$ cat config.mk
export PLATFORM = sky130hd
export DESIGN_NAME = pid_calc
export DESIGN_NICKNAME = d
export VERILOG_FILES = /design/src/rtl/pid_calc.sv
export SDC_FILE = /design/constraint.sdc
export NUM_CORES = 2
export LEC_CHECK = 0
export CORE_ASPECT_RATIO = 1.2
export CORE_MARGIN = 2
export CORE_UTILIZATION = 40
export DETAILED_ROUTE_END_ITERATION = 10
export GPL_TIMING_DRIVEN = 0
export PLACE_DENSITY = 0.62
export SLEW_MARGIN = 20
export SYNTH_ARGS = -nofsm -noshare
export SYNTH_HDL_FRONTEND = slang
export SYNTH_SLANG_ARGS = --single-unit
$ cat constraint.sdc
create_clock -name clk -period 15.44 [get_ports clk]
set_input_delay 3.088 -clock clk [delete_from_list [all_inputs] [get_ports clk]]
set_output_delay 3.088 -clock clk [all_outputs]
set_load 0.02 [all_outputs]
$ cat src/rtl/pid_calc.sv
// pid_calc: per-axis PID u = Kp*e + Ki*ie + Kd*de on one shared signed multiplier, saturated to OUT_W bits
// Define PID_OUT_LIMIT_EN to add a symmetric +/-OUT_LIMIT clamp after saturation.
module pid_calc #(
    parameter int               DW        = 24,
    parameter int               GW        = 16,
    parameter int               FRAC      = 8,
    parameter int               OUT_W     = 16,
    parameter logic [OUT_W-1:0] OUT_LIMIT = 16'd8000
) (
    input  logic                    clk,
    input  logic                    rst,
    input  logic                    pid_start,
    input  logic signed [DW-1:0]    pitch_error,
    input  logic signed [DW-1:0]    roll_error,
    input  logic signed [DW-1:0]    yaw_error,
    input  logic signed [DW-1:0]    i_pitch_error,
    input  logic signed [DW-1:0]    i_roll_error,
    input  logic signed [DW-1:0]    i_yaw_error,
    input  logic signed [DW-1:0]    d_pitch_error,
    input  logic signed [DW-1:0]    d_roll_error,
    input  logic signed [DW-1:0]    d_yaw_error,
    input  logic signed [GW-1:0]    kp,
    input  logic signed [GW-1:0]    ki,
    input  logic signed [GW-1:0]    kd,
    output logic signed [OUT_W-1:0] pitch_out,
    output logic signed [OUT_W-1:0] roll_out,
    output logic signed [OUT_W-1:0] yaw_out,
    output logic                    pid_busy,
    output logic                    pid_done
);
    localparam int PW = DW + GW;
    localparam int AW = PW + 2;
    localparam logic signed [AW-1:0] S_MAX = AW'(2 ** (OUT_W - 1) - 1);
    localparam logic signed [AW-1:0] S_MIN = ~S_MAX;
`ifdef PID_OUT_LIMIT_EN
    localparam logic signed [OUT_W-1:0] L_MAX = OUT_LIMIT;
    localparam logic signed [OUT_W-1:0] L_MIN = -L_MAX;
`endif
    typedef enum logic [1:0] {IDLE, MAC, OUT} state_t;
    state_t state, state_nx;
    logic signed [DW-1:0]    err_r [3][3];
    logic signed [GW-1:0]    gain_r [3];
    logic [1:0]              axis, term;
    logic signed [AW-1:0]    acc, sum, shifted;
    logic signed [PW-1:0]    prod;
    logic signed [OUT_W-1:0] sat, lim;
    logic signed [OUT_W-1:0] hold [3];

    assign pid_busy = state != IDLE;

    always_comb begin
        prod    = PW'(err_r[axis][term]) * PW'(gain_r[term]);
        sum     = acc + AW'(prod);
        shifted = sum >>> FRAC;
        sat     = shifted > S_MAX ? S_MAX[OUT_W-1:0] : shifted < S_MIN ? S_MIN[OUT_W-1:0] : shifted[OUT_W-1:0];
`ifdef PID_OUT_LIMIT_EN
        lim     = sat > L_MAX ? L_MAX : sat < L_MIN ? L_MIN : sat;
`else
        lim     = sat;
`endif
    end

    always_comb begin
        state_nx = state;
        if (state == IDLE && pid_start) state_nx = MAC;
        if (state == MAC && axis == 2'd2 && term == 2'd2) state_nx = OUT;
        if (state == OUT) state_nx = IDLE;
    end

    always_ff @(posedge clk or posedge rst) begin
        if (rst) state <= IDLE;
        else state <= state_nx;
    end

    always_ff @(posedge clk or posedge rst) begin
        if (rst) begin
            err_r     <= '{default: '0};
            gain_r    <= '{default: '0};
            hold      <= '{default: '0};
            acc       <= '0;
            axis      <= '0;
            term      <= '0;
            pitch_out <= '0;
            roll_out  <= '0;
            yaw_out   <= '0;
            pid_done  <= 1'b0;
        end else begin
            pid_done <= state == OUT;
            if (state == IDLE && pid_start) begin
                err_r  <= '{'{pitch_error, i_pitch_error, d_pitch_error},
                            '{roll_error, i_roll_error, d_roll_error},
                            '{yaw_error, i_yaw_error, d_yaw_error}};
                gain_r <= '{kp, ki, kd};
                acc    <= '0;
                axis   <= '0;
                term   <= '0;
            end
            if (state == MAC) begin
                acc  <= term == 2'd2 ? '0 : sum;
                term <= term == 2'd2 ? 2'd0 : term + 2'd1;
                if (term == 2'd2) begin
                    hold[axis] <= lim;
                    axis       <= axis + 2'd1;
                end
            end
            if (state == OUT) begin
                pitch_out <= hold[0];
                roll_out  <= hold[1];
                yaw_out   <= hold[2];
            end
        end
    end
endmodule

==> impl_metrics.toml <==
[die]
io_pins = 317
core_um2 = 82300
die_w_um = 267
fp.dieArea_um2 = 85600
die_y_um = 320
rows = 115
initial_utilization_pct = 40.5

[synthesis]
ys_top_cells_by_count = "495 x inv_1, 425 x fa_1, 409 x dfrtp_1"
synthCells = 3104
post_synth_num_cell_types = 75
yosysTopAreaCell = "dfrtp_1"
synth_top_family_by_area = "adder cells"
synth_top_cells_by_area = "dfrtp_1 31%, fa_1 26%, mux2_2 11%"
syn_area_per_cell_um2 = 10.7
synth-compound-area-share_pct = 7.43
yosysWarnings = 0
synth_nets = 3917
syn_area_um2 = 33300
synth.top_cell.area_share_pct = 30.7
synth_xor_xnor_area_share_pct = 0.973
yosysMostFrequentCell = "inv_1"
synth.area.mux_share_pct = 14.3
synthAdderAreaFrac_pct = 30.1
synth_edf_count = 0
yosysSeqAreaShare_pct = 30.7
async_flop_share_pct = 100
synth-main-ff-cell = "dfrtp_1"
synth_seq_cells = 409
synth_simple_gate_area_share_pct = 9.09

[sta]
drv_slew = 0
period_needed_ns = 12.24
tightest_slew_ns = 1.20
setup_violations = 0
setup_tns_ns = 0
rsz0062_at_grt = "false"
hold_viol_final = 0
skew_ns = 0.0357
max_slew_margin_pct = 19.4
finalCritPeriodShare_pct = 79.2
fmax_ghz = 0.0817

[clocking]
h-tree-depth = 2
worstSkewPairLatency_ns = 0.62
clock_sinks = 409
ctsHoldBuffers = 0
cts_tree = "done"
clk_pin_slew_ns = 0.06
numCtsBuffers = 45
postCtsSetupRepairBufs = 0
cts-root-buf = "clkbuf_16"
clockBufferDepth = 3
cts_resized = 0

[routing]
final_antenna_net_count = 0
post-route-drc-count = 0
num_vias = 24274
via_per_inst = 5.25
first_pass_iters = 5
first_iter_violations = 1688
routedWlPerCell_um = 22.2
drt_wl_total_um = 103000

[grt]
grt_max_degree = 99
grt_pass1_vias = 26017
overflow = 0
grt_use_total_pct = 24.5
grt_pass1_wl_um = 158000
antenna_found_initial = 11

[finish]
syn2layout_area_growth_pct = 18.7
nets = 4288
drive_gt1_share_pct = 13.0
regArea_um2 = 10200
n_fill_cell = 7820
multi_input_area_um2 = 20600

[outcome]
status = "completed"

[critical_path]
cpPeakStageDelay_ns = 0.89
worstSetupPathType = "flip-flop to flip-flop"
path_buf_inv = 9
critPathCaptureType = "flip-flop"
cp_slowest_cell = "buf_1"
worstPathArrival_ns = 12.70
start_kind = "flip-flop"
critPathMostFrequentCell = "fa_1"
worstPathMaxFanout = 10
crit_required_ns = 15.90
cp_top_family = "buffers and inverters"

[placement]
port_buffers = 316
gp_congestion = 0.968
place.detailed.hpwl_um = 85600

[flow_run]
drv_cap = 0

[min_path]
holdCritPathClass = "flip-flop to flip-flop"
[stage by stage]
step	area, µm²	worst slack [ns]	hold slack, ns	util [%]	std cells
final	39500	3.20	0.483	48.0	4624
after detailed placement	38100	3.29	0.473	46.2	4538
after floorplan	33300	0.972	0.441	-	3104
after CTS	39500	3.26	0.487	48.0	4618
after global placement	37900	-4.76	0.465	46.0	4531
after global routing	39500	2.61	0.513	48.0	4621
[area by class of cell]
type,instances,share of cell area (%)
Timing Repair Buffer,324,8.41
Inverter,497,4.74
Tap cell,1111,3.52
Antenna cell,5,0.0316
Buffer,155,1.53
Clock inverter,18,0.506
Multi-Input combinational cell,2043,52.2
Clock buffer,62,3.19
Sequential cell,409,25.9
[flip-flops by register name, indices dropped and copies added, names as in the netlist]
name and count:
err_r 216, gain_r 48, hold 48, acc 42, pitch_out 16, roll_out 16
yaw_out 16, axis 2, state 2, term 2, pid_done 1
[placed cells by master, fill, tap and decap left out, types with 28 or more instances in the layout]
cell type | synthesis | final
mux2_2 | 314 | 314
a31oi_1 | 74 | 71
nor2_1 | 128 | 127
clkdlybuf4s50_1 | 0 | 316
a21oi_1 | 62 | 62
o311ai_1 | 28 | 28
fa_1 | 425 | 425
mux2i_1 | 68 | 68
nand2_1 | 384 | 384
dfrtp_1 | 409 | 409
nand3_1 | 38 | 38
ha_1 | 121 | 121
o21ai_0 | 51 | 51
o22ai_1 | 38 | 38
clkbuf_16 | 0 | 45
inv_1 | 495 | 494
clkbuf_1 | 135 | 144
[worst paths after layout]
| check | start | slack, ns | cells after the start | to |
|---|---|---|---|---|
| worst max-delay path | term[1]$_DFFE_PP0P_ | 3.20 | 29 | hold[13]$_DFFE_PP0P_ |
| worst min-delay path | hold[26]$_DFFE_PP0P_ | 0.48 | 2 | hold[26]$_DFFE_PP0P_ |
| worst max register to register | term[1]$_DFFE_PP0P_ | 3.20 | 29 | hold[13]$_DFFE_PP0P_ |
| worst min register to register | hold[26]$_DFFE_PP0P_ | 0.48 | 2 | hold[26]$_DFFE_PP0P_ |
| max in group asynchronous | rst | 10.68 | 6 | err_r[209]$_DFFE_PP0P_ |
| min in group asynchronous | rst | 2.89 | 2 | acc[6]$_DFFE_PP0P_ |
[kinds of logic after synthesis]
| logic type | count (synthesis) |
|---|---|
| XOR/XNOR | 37 |
| AND/OR/NAND/NOR | 689 |
| buffers and inverters | 652 |
| multiplexers | 406 |
| flip-flops | 409 |
| adder cells (fa/ha/maj) | 546 |
| AO/OA/AOI/OAI | 365 |
[worst register-to-register path: cells and delay by family (launching register included)]
kind	cells	cell delay [ns]
multiplexers	1	0.24
flip-flops	1	0.32
buffers and inverters	9	3.52
adder cells (fa/ha/maj)	7	3.38
AO/OA/AOI/OAI	7	3.12
AND/OR/NAND/NOR	5	1.51
[metal layers]
layer / global-route usage, % / vias up / wire length [µm]
li1: - / 10908 / -
met1: 30.1 / 12307 / 40500
met2: 42.2 / 854 / 50500
met3: 4.94 / 191 / 7000
met4: 9.81 / 14 / 4440
met5: 0 / - / 91
Power is left out: the tool's default activity adds up to more than one toggle a clock period on the data nets, which glitch-free logic cannot reach.
